==> src/rtl/fetch_unit.sv <==
// Instruction fetch stage: owns the PC, issues in-order imem reads, buffers returned words
// with their PC for the decoder, and on redirect flushes the buffer and discards in-flight reads.
module fetch_unit #(
  parameter logic [31:0] RESET_PC        = 32'h0000_0000,
  parameter int          FIFO_DEPTH      = 2,
  parameter int          MAX_OUTSTANDING = 2
) (
  input  logic        clk,
  input  logic        rst,
  output logic        imem_req_valid,
  input  logic        imem_req_ready,
  output logic [31:0] imem_req_addr,
  input  logic        imem_resp_valid,
  input  logic [31:0] imem_resp_data,
  input  logic        redirect_valid,
  input  logic [31:0] redirect_pc,
  output logic        instr_valid,
  input  logic        instr_ready,
  output logic [31:0] instr,
  output logic [31:0] instr_pc
);
  localparam int FW = (FIFO_DEPTH > 1) ? $clog2(FIFO_DEPTH) : 1;
  localparam int QW = (MAX_OUTSTANDING > 1) ? $clog2(MAX_OUTSTANDING) : 1;
  localparam int CW = $clog2(MAX_OUTSTANDING + 1);
  localparam int NW = $clog2(FIFO_DEPTH + 1);

  function automatic logic [FW-1:0] fifo_inc(input logic [FW-1:0] p);
    return (p == FW'(FIFO_DEPTH - 1)) ? '0 : p + FW'(1);
  endfunction

  function automatic logic [QW-1:0] pcq_inc(input logic [QW-1:0] p);
    return (p == QW'(MAX_OUTSTANDING - 1)) ? '0 : p + QW'(1);
  endfunction

  logic [31:0]   pc;
  logic [CW-1:0] outstanding, drop;
  logic [31:0]   pcq [MAX_OUTSTANDING];
  logic [QW-1:0] pcq_wr, pcq_rd;
  logic [31:0]   fifo_data [FIFO_DEPTH];
  logic [31:0]   fifo_pc   [FIFO_DEPTH];
  logic [FW-1:0] fifo_wr, fifo_rd;
  logic [NW-1:0] fifo_count;

  logic          req_fire, pop, push;
  logic [CW-1:0] inflight, drop_after_redirect, outstanding_nxt;
  logic [NW-1:0] fifo_count_nxt;
  logic [31:0]   redirect_aligned;

  assign redirect_aligned = redirect_pc & ~32'd3;
  assign imem_req_addr    = pc;
  assign instr_valid      = (fifo_count != '0);
  assign instr            = fifo_data[fifo_rd];
  assign instr_pc         = fifo_pc[fifo_rd];

  // Credit: a request only issues when a buffer slot is reserved for its response;
  // dropped requests hold outstanding slots but never a buffer slot.
  always_comb begin
    imem_req_valid = !rst && !redirect_valid
                     && (int'(outstanding) + int'(drop) < MAX_OUTSTANDING)
                     && (int'(outstanding) + int'(fifo_count) < FIFO_DEPTH);
    req_fire = imem_req_valid && imem_req_ready;
    pop      = instr_valid && instr_ready;
    push     = imem_resp_valid && !redirect_valid && (drop == '0) && (outstanding != '0);
    inflight = outstanding + drop;
    drop_after_redirect = (imem_resp_valid && inflight != '0) ? inflight - CW'(1) : inflight;

    outstanding_nxt = outstanding;
    if (req_fire && !push)      outstanding_nxt = outstanding + CW'(1);
    else if (!req_fire && push) outstanding_nxt = outstanding - CW'(1);

    fifo_count_nxt = fifo_count;
    if (push && !pop)      fifo_count_nxt = fifo_count + NW'(1);
    else if (!push && pop) fifo_count_nxt = fifo_count - NW'(1);
  end

  always_ff @(posedge clk) begin
    if (rst) begin
      pc          <= RESET_PC;
      outstanding <= '0;
      drop        <= '0;
      pcq_wr      <= '0;
      pcq_rd      <= '0;
      fifo_wr     <= '0;
      fifo_rd     <= '0;
      fifo_count  <= '0;
      for (int i = 0; i < FIFO_DEPTH; i++) begin
        fifo_data[i] <= '0;
        fifo_pc[i]   <= '0;
      end
    end else if (redirect_valid) begin
      // Everything still in flight becomes a response to discard.
      pc          <= redirect_aligned;
      outstanding <= '0;
      drop        <= drop_after_redirect;
      pcq_wr      <= '0;
      pcq_rd      <= '0;
      fifo_wr     <= '0;
      fifo_rd     <= '0;
      fifo_count  <= '0;
    end else begin
      if (req_fire) begin
        pc     <= pc + 32'd4;
        pcq_wr <= pcq_inc(pcq_wr);
      end
      if (imem_resp_valid && drop != '0) drop <= drop - CW'(1);
      if (push) begin
        fifo_data[fifo_wr] <= imem_resp_data;
        fifo_pc[fifo_wr]   <= pcq[pcq_rd];
        fifo_wr            <= fifo_inc(fifo_wr);
        pcq_rd             <= pcq_inc(pcq_rd);
      end
      if (pop) fifo_rd <= fifo_inc(fifo_rd);
      outstanding <= outstanding_nxt;
      fifo_count  <= fifo_count_nxt;
    end
  end

  always_ff @(posedge clk) begin
    if (req_fire) pcq[pcq_wr] <= pc;
  end

endmodule

==> config.mk <==
export PLATFORM = sky130hd
export DESIGN_NAME = fetch_unit
export DESIGN_NICKNAME = d
export VERILOG_FILES = /design/src/rtl/fetch_unit.sv
export SDC_FILE = /design/constraint.sdc
export NUM_CORES = 1
export LEC_CHECK = 0
export CAP_MARGIN = 0
export CORE_MARGIN = 1
export CORE_UTILIZATION = 30
export DETAILED_ROUTE_END_ITERATION = 7
export PLACE_DENSITY = 0.61
export REMOVE_ABC_BUFFERS = 1
export SLEW_MARGIN = 20
export SYNTH_ARGS = -nofsm -noshare
export SYNTH_HDL_FRONTEND = slang
export SYNTH_SLANG_ARGS = --single-unit
==> constraint.sdc <==
create_clock -name clk -period 5 [get_ports clk]
set_clock_uncertainty 0.05 [all_clocks]
set_input_delay 1 -clock clk [delete_from_list [all_inputs] [get_ports clk]]
set_output_delay 1 -clock clk [all_outputs]
set_load 0.005 [all_outputs]
==> Word-level counts from Yosys, hierarchy flattened <==
Memory sizes are Yosys's and may differ from the RTL's. A register that Yosys moved wholly into a read port is not among the register bits.
Cells that the tools add are included.
{ "totals": {"reg_bits": 42, "mem_bits_rw": 192, "in_bits": 70, "wordCells": 92, "mem_count": 3} }
{ "classes": {"addsub": 14, "n_lt_le_gt_ge": 2, "mux": 33, "reduce_logical": 31} }
{ "memory_table": {"columns": ["name", "depth", "width", "rd", "rd_clocked_by_memory_dff", "write_ports", "line_no", "rtl"], "rows": [
  ["fifo_data", 2, 32, 1, 1, 2, "39", "logic [31:0] fifo_data [FIFO_DEPTH];"],
  ["fifo_pc", 2, 32, 1, 1, 2, "40", "logic [31:0] fifo_pc [FIFO_DEPTH];"],
  ["pcq", 2, 32, 1, 1, 1, "37", "logic [31:0] pcq [MAX_OUTSTANDING];"]
]} }
{ "ops": {"columns": ["cell", "count"], "rows": [
  ["$mux W32", 4],
  ["$reduce_or A32 Y1", 2],
  ["$add A32 B3 Y32 const B", 1],
  ["$mux W1", 22],
  ["$reduce_bool A2 Y1", 8],
  ["$logic_and A1 B1 Y1", 14],
  ["$mux W2", 7],
  ["$sub A2 B1 Y2 const B", 4],
  ["$add A2 B2 Y3", 2],
  ["$lt A3 B2 Y1 const B", 2],
  ["$logic_not A1 Y1", 5],
  ["$add A1 B1 Y1 const B", 4],
  ["$add A2 B1 Y2 const B", 2],
  ["$add A2 B2 Y2", 1],
  ["$logic_not A2 Y1", 1],
  ["$reduce_or A2 Y1", 1]
]} }

==> Logic depth before layout (Yosys ltp) <==
Gate-level depths: netlist of run 1.
{ "depth": {"ltp_word": 10, "ltp_mapped": 10, "ltp_nobuf": 10} }

==> Worst setup path before layout of run 1 <==
OpenSTA, ideal clock, no wires.
{ "synth_path": {"path_kind": "input-to-reg", "from": "input port imem_resp_valid", "to": "memory fifo_data[0][0] (enable)", "arrival_ps": 4250, "t_required_ps": 4455, "path_slack_ps": 205, "cell_stages": 4, "path_cell_list": "o211ai_1 > inv_1 > nand2_1 > o21bai_1"} }
{ "synth_lines": {"columns": ["element", "line_no", "rtl"], "rows": [
  ["start, declared", "13", "input logic imem_resp_valid,"],
  ["end, declared", "39", null]
]} }

==> Final worst setup path of run 1 <==
{ "layout_path": {"from": "register outstanding[0]", "to": "output port imem_req_valid"} }
{ "layout_between": {"elab_chain_cells": 4} }
{ "layout_lines": {"columns": ["element", "line_no", "rtl"], "rows": [
  ["start, declared", "36", "logic [CW-1:0] outstanding, drop;"],
  ["start signal, assigned", "113", "outstanding <= outstanding_nxt;"],
  ["$add A2 B2 Y3", "59", "&& (int'(outstanding) + int'(drop) < MAX_OUTSTANDING)"],
  ["$lt A3 B2 Y1", "59", null],
  ["$logic_and A1 B1 Y1", "59", null],
  ["$logic_and A1 B1 Y1 *", "60", "&& (int'(outstanding) + int'(fifo_count) < FIFO_DEPTH);"],
  ["end, declared", "10", "output logic imem_req_valid,"]
]} }
Every way passes the cells marked *; elsewhere a longest branch is shown, timed or not.

==> impl_metrics.csv, run 1 <==
group,metric,value,unit
run_status,status,"finished, final reports clean",
place,io_buffer_count,161,
layout,layout-drive-gt1-share,14.6,%
layout,layout_commonest_cell,"edfxtp_1",
synth,yosys_warnings,0,
timing,period_share,76.9,%
global_routing,use_met2,23.3,%
timing,fmax,260,MHz
layout,syn2layout_area_growth,29.8,%
timing,slew_viol_final,0,
worst_setup_path,crit_path_end_kind,"primary output",
timing,finalHoldViolCount,0,
clock_tree,postCtsSetupBuffers,0,
global_routing,grt-ovfl-total,0,
floorplanning,die-area,33100,sq um
floorplanning,io_pins,168,
clock_tree,cts_resized,0,
place,gp_routability_congestion,0.744,
floorplanning,initial_core_util,30.7,%
clock_tree,cts_made_buffers,27,
worst_setup_path,arrival,2.80,ns
worst_setup_path,crit_required,3.95,ns
global_routing,gr-usage-met1,19.1,%
route,drt-initial-drc-count,350,
floorplanning,die_h,182,microns
layout,finalNonFillerCells,1311,
global_routing,antenna_found_initial,0,
clock_tree,postCtsHoldBufs,0,
worst_setup_path,start_kind,"flip-flop",
timing,rsz0062_at_grt,"false",
global_routing,grt_pass1_wl,35.5,mm
clock_tree,htreeDepth,1,
synth,post-synth-top-area-fraction,56.8,%
global_routing,gr-usage-all-layers,14.1,%
pwr,power.leakage,4.41,nW
timing,setup_viol,0,
floorplanning,die_w,182,microns
floorplanning,core_area,31700,sq um
global_routing,use_met3,2.85,%
synth,yosysSeqAreaShare,65.5,%
floorplanning,num_rows,65,
global_routing,grt_max_degree,63,
clock_tree,cts_tree,"yes",
route,avgRoutedWirePerCell,18.1,microns
place,hpwl,15.0,mm
synth,synth.area.top_cells,"edfxtp_1 (57%), dfxtp_1 (8.6%), mux2_2 (7.4%)",
route,avgViaCountPerCell,4.69,
layout,final_core_util,39.8,%
synth,syn_inst,724,
synth,ys_types,52,
route,dr_total_vias,6145,
route,finalWirelength,23.7,mm
clock_tree,clkSlewWorstSetupHoldPaths,0.06,ns
synth,avgSynthCellArea,13.4,sq um
clock_tree,clk_path_buf_depth,3,
synth,synth_largest_area_cell,"edfxtp_1",
clock_tree,clk_root_buffer_cell,"clkbuf_16",
place,dpl_worst_slack,1.38,ns
place,dp.cells,1261,
worst_hold_path,min_path_type,"flip-flop to flip-flop",
pwr,ir_drop,0.000239,V
timing,min_period,3.85,ns
worst_setup_path,worst-path-max-fanout,6,
global_routing,first_global_vias,5964,
worst_setup_path,crit_type,"flip-flop to primary output",
layout,layout_common_cells,"edfxtp_1 (184), clkdlybuf4s50_1 (161), nor2_1 (92)",
clock_tree,clock-sinks,226,
timing,maxSlewHeadroom,31.5,%
route,dr.pass1.iters,4,
pwr,p_per_area,345,nW/um^2
route,ant_nets,0,
job,maxCapViolCount,0,
timing,tns,0,ns
synth,synth_area,9720,sq um
route,drc,0,
layout,fin_nets,966,
clock_tree,clk_latency,0.53,ns
timing,setup_slack,1.15,ns
synth,synth-seq-cells,226,
global_routing,top_usage_layer,"met2",
timing,worstMarginPinSlew,1.03,ns
-- kinds of logic after synthesis --
group | synth area share (%)
AOI/OAI and AO/OA | 3.85
xor gates and xnor gates | 2.61
adders and majority gates | 1.18
buffers and inverters | 2.78
DFF | 65.5
muxes | 10.7
other | 0.0386
and+or+nand+nor | 13.4
-- synth_stat cells, drive strengths merged --
| cell | instances |
|---|---|
| a211oi | 10 |
| a21o | 1 |
| a21oi | 18 |
| a311oi | 3 |
| a31oi | 4 |
| a41oi | 1 |
| and2 | 71 |
| and3 | 8 |
| buf | 11 |
| clkbuf | 31 |
| clkinv | 1 |
| conb | 1 |
| dfxtp | 42 |
| edfxtp | 184 |
| fa | 2 |
| ha | 6 |
| inv | 12 |
| mux2 | 65 |
| mux2i | 31 |
| nand2 | 25 |
| nand2b | 1 |
| nand3 | 16 |
| nand3b | 1 |
| nand4 | 16 |
| nor2 | 94 |
| nor2b | 2 |
| nor3 | 4 |
| nor4 | 2 |
| o211ai | 1 |
| o21a | 1 |
| o21ai | 4 |
| o21bai | 1 |
| o22ai | 9 |
| o311ai | 3 |
| o31a | 1 |
| o31ai | 1 |
| or2 | 2 |
| or3 | 8 |
| or4 | 1 |
| xnor2 | 10 |
| xor2 | 19 |
-- registers in the layout, summed over array words and instances, names as in the netlist, named ones only --
register / cells
fifo_data: 64
pcq: 60
fifo_wr: 1
imem_req_addr: 30
fifo_count: 2
fifo_rd: 1
drop: 2
pcq_wr: 1
outstanding: 2
pcq_rd: 1
fifo_pc: 60
-- path summary, 6_finish.rpt --
check / depth (start not counted) / startpoint / slack, ns / end
hold / removal: 2 / fifo_rd / 0.45 / flip-flop
setup reg to reg: 8 / outstanding[0] / 1.75 / pcq[1][23]
hold reg to reg: 2 / fifo_rd / 0.45 / flip-flop
setup / recovery: 5 / outstanding[0] / 1.15 / imem_req_valid
-- per-layer routing --
metal | wire length, microns | vias to the layer above
li1 | - | 2955
met1 | 10700 | 2970
met2 | 11100 | 189
met3 | 1480 | 31
met4 | 412 | 0
met5 | 0 | -
-- worst max-delay path, stage by stage (launching register included) --
cell	delay, ns
dfxtp_1	0.43
ha_1	0.20
fa_1	0.48
nor4_4	0.44
and2_1	0.20
clkdlybuf4s50_1	0.51
-- power breakdown --
group / switching, W / internal (W) / leakage (nW) / total [W]
Combinational: 0.000161 / 0.000184 / 1.81 / 0.000345
Clock: 0.000756 / 0.00109 / 0.414 / 0.00185
Sequential: 0.0000530 / 0.00211 / 2.19 / 0.00216
Total: 0.000970 / 0.00339 / 4.41 / 0.00436
-- metrics by stage --
step                      hold slack [ns]  area [sq um]  power [W]
final                               0.451         12600    0.00436
after global routing                0.475         12600    0.00452
after CTS                           0.457         12600    0.00442
after detailed placement            0.443         11800    0.00255
after global placement              0.434         11800    0.00254
after floorplan                     0.422          9520    0.00233
-- area by class of cell --
cell class	instances	area (sq um)
flip-flops and latches	226	6370
diodes	1	2.50
clock inverters	17	144
repair buffers	174	1720
well taps	402	503
multi-input cells	446	3130
fillers	2998	19100
clock buffers	32	694
inverters	13	50.0
Note: power is estimated with default switching activity, not from simulation.
==> run 2, diff against run 1 <==
==> constraint.sdc (replaced) <==
create_clock -name clk -period 3.1 [get_ports clk]
set_clock_uncertainty 0.05 [all_clocks]
set_input_delay 0.62 -clock clk [delete_from_list [all_inputs] [get_ports clk]]
set_output_delay 0.62 -clock clk [all_outputs]
set_load 0.005 [all_outputs]
==> run 2 against run 1 <==
- final cell count increased by 0.69%
- first-iteration DRC count decreased by 13%
- worst hold slack improved by 0.0083 ns
- combinational power increased by 68%
- cell area increased by 1.7%
- largest power group unchanged
- critical path depth decreased by 2
- die area unchanged
==> impl_metrics.csv, run 2 (synthesized netlist as in run 1, its figures left out) <==
group,metric,value,unit
timing,slew_viol_final,0,
clock_tree,clk_latency,0.53,ns
pwr,power_switching,0.00154,W
layout,largest_reg_flops,64,
pwr,ir_drop,0.000458,V
pwr,power.leakage,4.51,nW
route,dr.pass1.iters,4,
clock_tree,htreeDepth,1,
layout,reg.largest.list,"fifo_data (64), fifo_pc (60), pcq (60)",
layout,syn2layout_area_growth,31.9,%
route,dr_total_vias,6184,
global_routing,gr-usage-all-layers,14.4,%
floorplanning,num_rows,65,
timing,period_share,94.9,%
layout,layout_commonest_cell,"edfxtp_1",
place,io_buffer_count,161,
clock_tree,clkSlewWorstSetupHoldPaths,0.06,ns
timing,fmax,340,MHz
layout,fin_area,12800,sq um
worst_setup_path,slowest_delay,0.60,ns
job,maxCapViolCount,0,
clock_tree,clk_root_buffer_cell,"clkbuf_16",
floorplanning,initial_core_util,30.7,%
global_routing,first_global_vias,6211,
worst_setup_path,crit_chain,"buf_4 -> mux2_2 -> clkdlybuf4s50_1",
clock_tree,clock-sinks,226,
global_routing,grt-ovfl-total,0,
timing,setup_slack,0.159,ns
layout,antenna_cells,0,
timing,rsz0062_at_grt,"false",
clock_tree,cts_made_buffers,26,
worst_setup_path,cp_num_buf_inv,2,
worst_setup_path,crit_path_end_kind,"primary output",
pwr,intPower,0.00570,W
pwr,switching_share,21.3,%
route,avgRoutedWirePerCell,18.1,microns
place,dpl_worst_slack,0.332,ns
worst_setup_path,start_kind,"flip-flop",
timing,min_period,2.94,ns
worst_setup_path,crit_type,"flip-flop to primary output",
clock_tree,postCtsHoldBufs,0,
timing,maxSlewHeadroom,50.9,%
pwr,clkPwrFrac,43.9,%
pwr,power,0.00724,W
global_routing,antenna_found_initial,0,
worst_setup_path,rrSetupSlack,0.42,ns
timing,setup_viol,0,
layout,fin_nets,976,
layout,layout_common_cells,"edfxtp_1 (184), clkdlybuf4s50_1 (160), nor2_1 (92)",
run_status,status,"finished, final reports clean",
route,finalWirelength,23.9,mm
route,drt-initial-drc-count,303,
layout,final_core_util,40.4,%
timing,finalHoldViolCount,0,
place,place_area,11900,sq um
clock_tree,cts_tree,"yes",
layout,layout-drive-gt1-share,15.8,%
floorplanning,core_area,31700,sq um
route,ant_nets,0,
pwr,p_seq_share,48.1,%
clock_tree,clk_path_buf_depth,3,
pwr,pwr-share-comb,8.0,%
layout,regMostFlops,"fifo_data",
worst_setup_path,crit_required,2.43,ns
route,avgViaCountPerCell,4.68,
global_routing,grt_pass1_wl,36.1,mm
route,drc,0,
worst_setup_path,arrival,2.27,ns
floorplanning,die_w,182,microns
place,hpwl,15.5,mm
worst_setup_path,slowest_stage,"dfxtp_4",
floorplanning,die-area,33100,sq um
timing,worstMarginPinSlew,0.737,ns
worst_hold_path,min_path_type,"flip-flop to flip-flop",
worst_setup_path,worst-path-max-fanout,27,
pwr,p_per_area,564,nW/um^2
global_routing,grt_max_degree,40,
place,gp_routability_congestion,0.767,
floorplanning,io_pins,168,
worst_setup_path,crit_family,"buffers and inverters",
floorplanning,die_h,182,microns
## run 2: what timing repair did
| item | 4_1_cts | 5_1_grt |
|---|---|---|
| setup endpoints to repair | 1 | 0 |
| gates resized for setup | 4 | 0 |
| setup buffers | 1 | 0 |
## run 2: path summary, 6_finish.rpt
path | from | endpoint | depth (start not counted)
worst max-delay path | flip-flop | instr[15] | 3
worst min-delay path | fifo_rd | fifo_rd | 2
worst max register to register | outstanding[0] | outstanding[1] | 10
worst min register to register | fifo_rd | fifo_rd | 2
## run 2: layout make-up
cell class                 count  area [sq um]
sequential                   226          6370
tap                          402           503
clock buffer                  35           736
multi-input combinational    446          3130
inverter                      13          50.0
timing repair buffer         185          1880
clock inverter                13           160
fill                        2984         18900
## run 2: worst reg2reg max path, cell delays in order (launching register included)
cell and delay, ns:
dfxtp_4 0.36, ha_1 0.21, fa_2 0.58, nor4_4 0.05
buf_4 0.12, buf_4 0.14, nand3_2 0.08, clkinv_2 0.17
ha_1 0.38, or3_1 0.35, a21oi_1 0.13
## run 2: power groups by stage
stage          Clock (W)  Sequential [W]  Combinational, W
3_5_place_dp           0         0.00355          0.000583
5_1_grt          0.00336         0.00350          0.000634
2_1_floorplan          0         0.00353          0.000233
3_3_place_gp           0         0.00354          0.000581
4_1_cts          0.00325         0.00349          0.000588
6_report         0.00317         0.00348          0.000579
## run 2: per-stage QoR
step / TNS [ns] / instances / hold slack [ns]
6_report: 0 / 1320 / 0.459
5_1_grt: 0 / 1320 / 0.499
4_1_cts: 0 / 1320 / 0.463
3_5_place_dp: 0 / 1271 / 0.441
3_3_place_gp: 0 / 1271 / 0.432
2_1_floorplan: -134.41 / 685 / 0.422
## run 2: layer usage
metal  global-route usage, %  vias to the layer above  part of all wire (%)
met4                    4.13                        0                   1.8
met2                    23.4                      196                    47
met3                    3.63                       37                   7.9
met5                       0                        -                     0
li1                        -                     2966                     -
met1                    19.0                     2985                    44
==> run 3, diff against run 2 <==
--- a/config.mk
+++ b/config.mk
@@ -7,9 +7,9 @@
 export LEC_CHECK = 0
 export CAP_MARGIN = 0
 export CORE_MARGIN = 1
-export CORE_UTILIZATION = 30
+export CORE_UTILIZATION = 40
 export DETAILED_ROUTE_END_ITERATION = 7
-export PLACE_DENSITY = 0.61
+export PLACE_DENSITY = 0.75
 export REMOVE_ABC_BUFFERS = 1
 export SLEW_MARGIN = 20
 export SYNTH_ARGS = -nofsm -noshare
==> run 3 against run 2 <==
- worst hold slack worse by 0.0023 ns
- global-route usage up 3.5 points
- core utilization up 13 points
- critical path depth unchanged
- critical path type unchanged
- largest cell class unchanged
- largest power group unchanged
==> impl_metrics.csv, run 3 (synthesized netlist as in run 1, its figures left out) <==
group,metric,value,unit
floorplanning,die-area,24900,sq um
clock_tree,postCtsHoldBufs,0,
worst_setup_path,worst-path-max-fanout,30,
route,highest-signal-layer,"met4",
layout,layout_commonest_cell,"edfxtp_1",
layout,largest_reg_flops,64,
worst_setup_path,crit_type,"flip-flop to primary output",
route,drc,0,
layout,fin_area,12600,sq um
worst_setup_path,crit_path_end_kind,"primary output",
global_routing,grt_pass1_wl,34.1,mm
route,avgRoutedWirePerCell,17.8,microns
route,avgViaCountPerCell,5.07,
route,dr.pass1.iters,5,
worst_setup_path,ff2ff_path_depth,8,
route,dr_total_vias,6268,
worst_setup_path,crit_required,2.43,ns
layout,final_core_util,53.3,%
timing,fmax,344,MHz
clock_tree,clk_root_buffer_cell,"clkbuf_16",
layout,layout-drive-gt1-share,15.5,%
layout,antenna_cells,0,
job,maxCapViolCount,0,
layout,layout_common_cells,"edfxtp_1 (184), clkdlybuf4s50_1 (160), nor2_1 (92)",
worst_setup_path,rrSetupSlack,0.43,ns
floorplanning,io_pins,168,
layout,reg.largest.list,"fifo_data (64), fifo_pc (60), pcq (60)",
run_status,status,"finished, final reports clean",
layout,multi_input_area,3130,sq um
global_routing,grt_max_degree,52,
floorplanning,num_rows,56,
worst_setup_path,reg2reg_from,"outstanding[0]",
floorplanning,die_w,158,microns
timing,rsz0062_at_grt,"false",
clock_tree,postCtsSetupBuffers,0,
timing,hold_ws,0.457,ns
clock_tree,cts_tree,"yes",
timing,tns,0,ns
worst_setup_path,arrival,2.24,ns
pwr,power,0.00697,W
clock_tree,clkSlewWorstSetupHoldPaths,0.06,ns
timing,period_share,93.8,%
worst_setup_path,start_kind,"flip-flop",
global_routing,gr-usage-all-layers,17.9,%
pwr,p_per_area,552,nW/um^2
place,gp_routability_congestion,0.776,
place,place_area,11800,sq um
clock_tree,clk_path_buf_depth,3,
layout,seqCellArea,6370,sq um
route,drt-initial-drc-count,283,
worst_setup_path,r2r_end,"imem_req_addr[16]",
timing,maxSlewHeadroom,30.5,%
route,m1WireLength,8.87,mm
timing,setup_viol,0,
worst_hold_path,hold_path.startpoint,"pcq_rd",
route,finalWirelength,22.1,mm
clock_tree,cts_made_buffers,25,
route,met2_length,11.0,mm
pwr,power.leakage,4.46,nW
layout,regMostFlops,"fifo_data",
floorplanning,die_h,158,microns
timing,finalHoldViolCount,0,
global_routing,first_global_vias,6324,
timing,worstMarginPinSlew,1.04,ns
clock_tree,htreeDepth,1,
place,hpwl,14.6,mm
timing,slew_viol_final,0,
floorplanning,core_area,23700,sq um
clock_tree,clk_latency,0.51,ns
layout,syn2layout_area_growth,29.8,%
route,ant_nets,0,
pwr,ir_drop,0.000301,V
worst_hold_path,hold_path_depth,2,
layout,fin_nets,977,
layout,final.fill_count,2016,
route,route.met3.wl,1.65,mm
clock_tree,cts_resized,4,
clock_tree,clock-sinks,226,
global_routing,antenna_found_initial,0,
timing,min_period,2.91,ns
place,io_buffer_count,161,
worst_hold_path,min_path_type,"flip-flop to flip-flop",
global_routing,grt-ovfl-total,0,
floorplanning,initial_core_util,41.1,%
## run 3: cell count changes in the layout (fill, tap and decap cells not counted)
cell	previous run	this run
clkbuf_1	5	10
bufinv_16	4	3
clkinv_2	6	5
clkbuf_16	27	25
clkinv_1	4	1
buf_12	7	5
buf_4	17	21
clkbuf_8	3	2
## run 3: per-layer routing
| metal | vias up | track usage (%) |
|---|---|---|
| met5 | - | 0 |
| li1 | 2960 | - |
| met1 | 3017 | 21.5 |
| met4 | 0 | 6.47 |
| met2 | 250 | 31.7 |
| met3 | 41 | 3.42 |
## run 3: final cells by class
type | instances | area share, %
clock inverters | 8 | 0.902
inverters | 13 | 0.396
repair buffers | 187 | 14.8
multi-input cells | 446 | 24.8
flip-flops and latches | 226 | 50.5
clock buffers | 37 | 5.47
well taps | 319 | 3.16
## run 3: critical path, cell delays in order (launching register included)
cell             delay, ns
dfxtp_4               0.67
buf_12                0.23
mux2_2                0.34
clkdlybuf4s50_1       0.47
## run 3: worst max-delay path by stage
stage	start	end	slack, ns	depth (start not counted)
after floorplan	redirect_valid	fifo_data[0][0]	-1.44	3
after global placement	outstanding[0]	outstanding[1]	0.36	9
after detailed placement	outstanding[0]	imem_req_addr[16]	0.28	8
after CTS	flip-flop	instr_pc[8]	0.12	3
after global routing	flip-flop	instr[23]	0.07	3
final	flip-flop	instr[25]	0.19	3
## run 3: power breakdown
part           total (W)  internal (W)  switching [W]
clock            0.00291       0.00178        0.00113
sequential       0.00348       0.00340      0.0000817
combinational   0.000580      0.000314       0.000266
## run 3: metrics by stage
stage / worst slack [ns] / std cells
floorplan: -1.44 / 685
global placement: 0.357 / 1191
detailed placement: 0.281 / 1191
CTS: 0.119 / 1236
global route: 0.0747 / 1236
finish: 0.191 / 1236
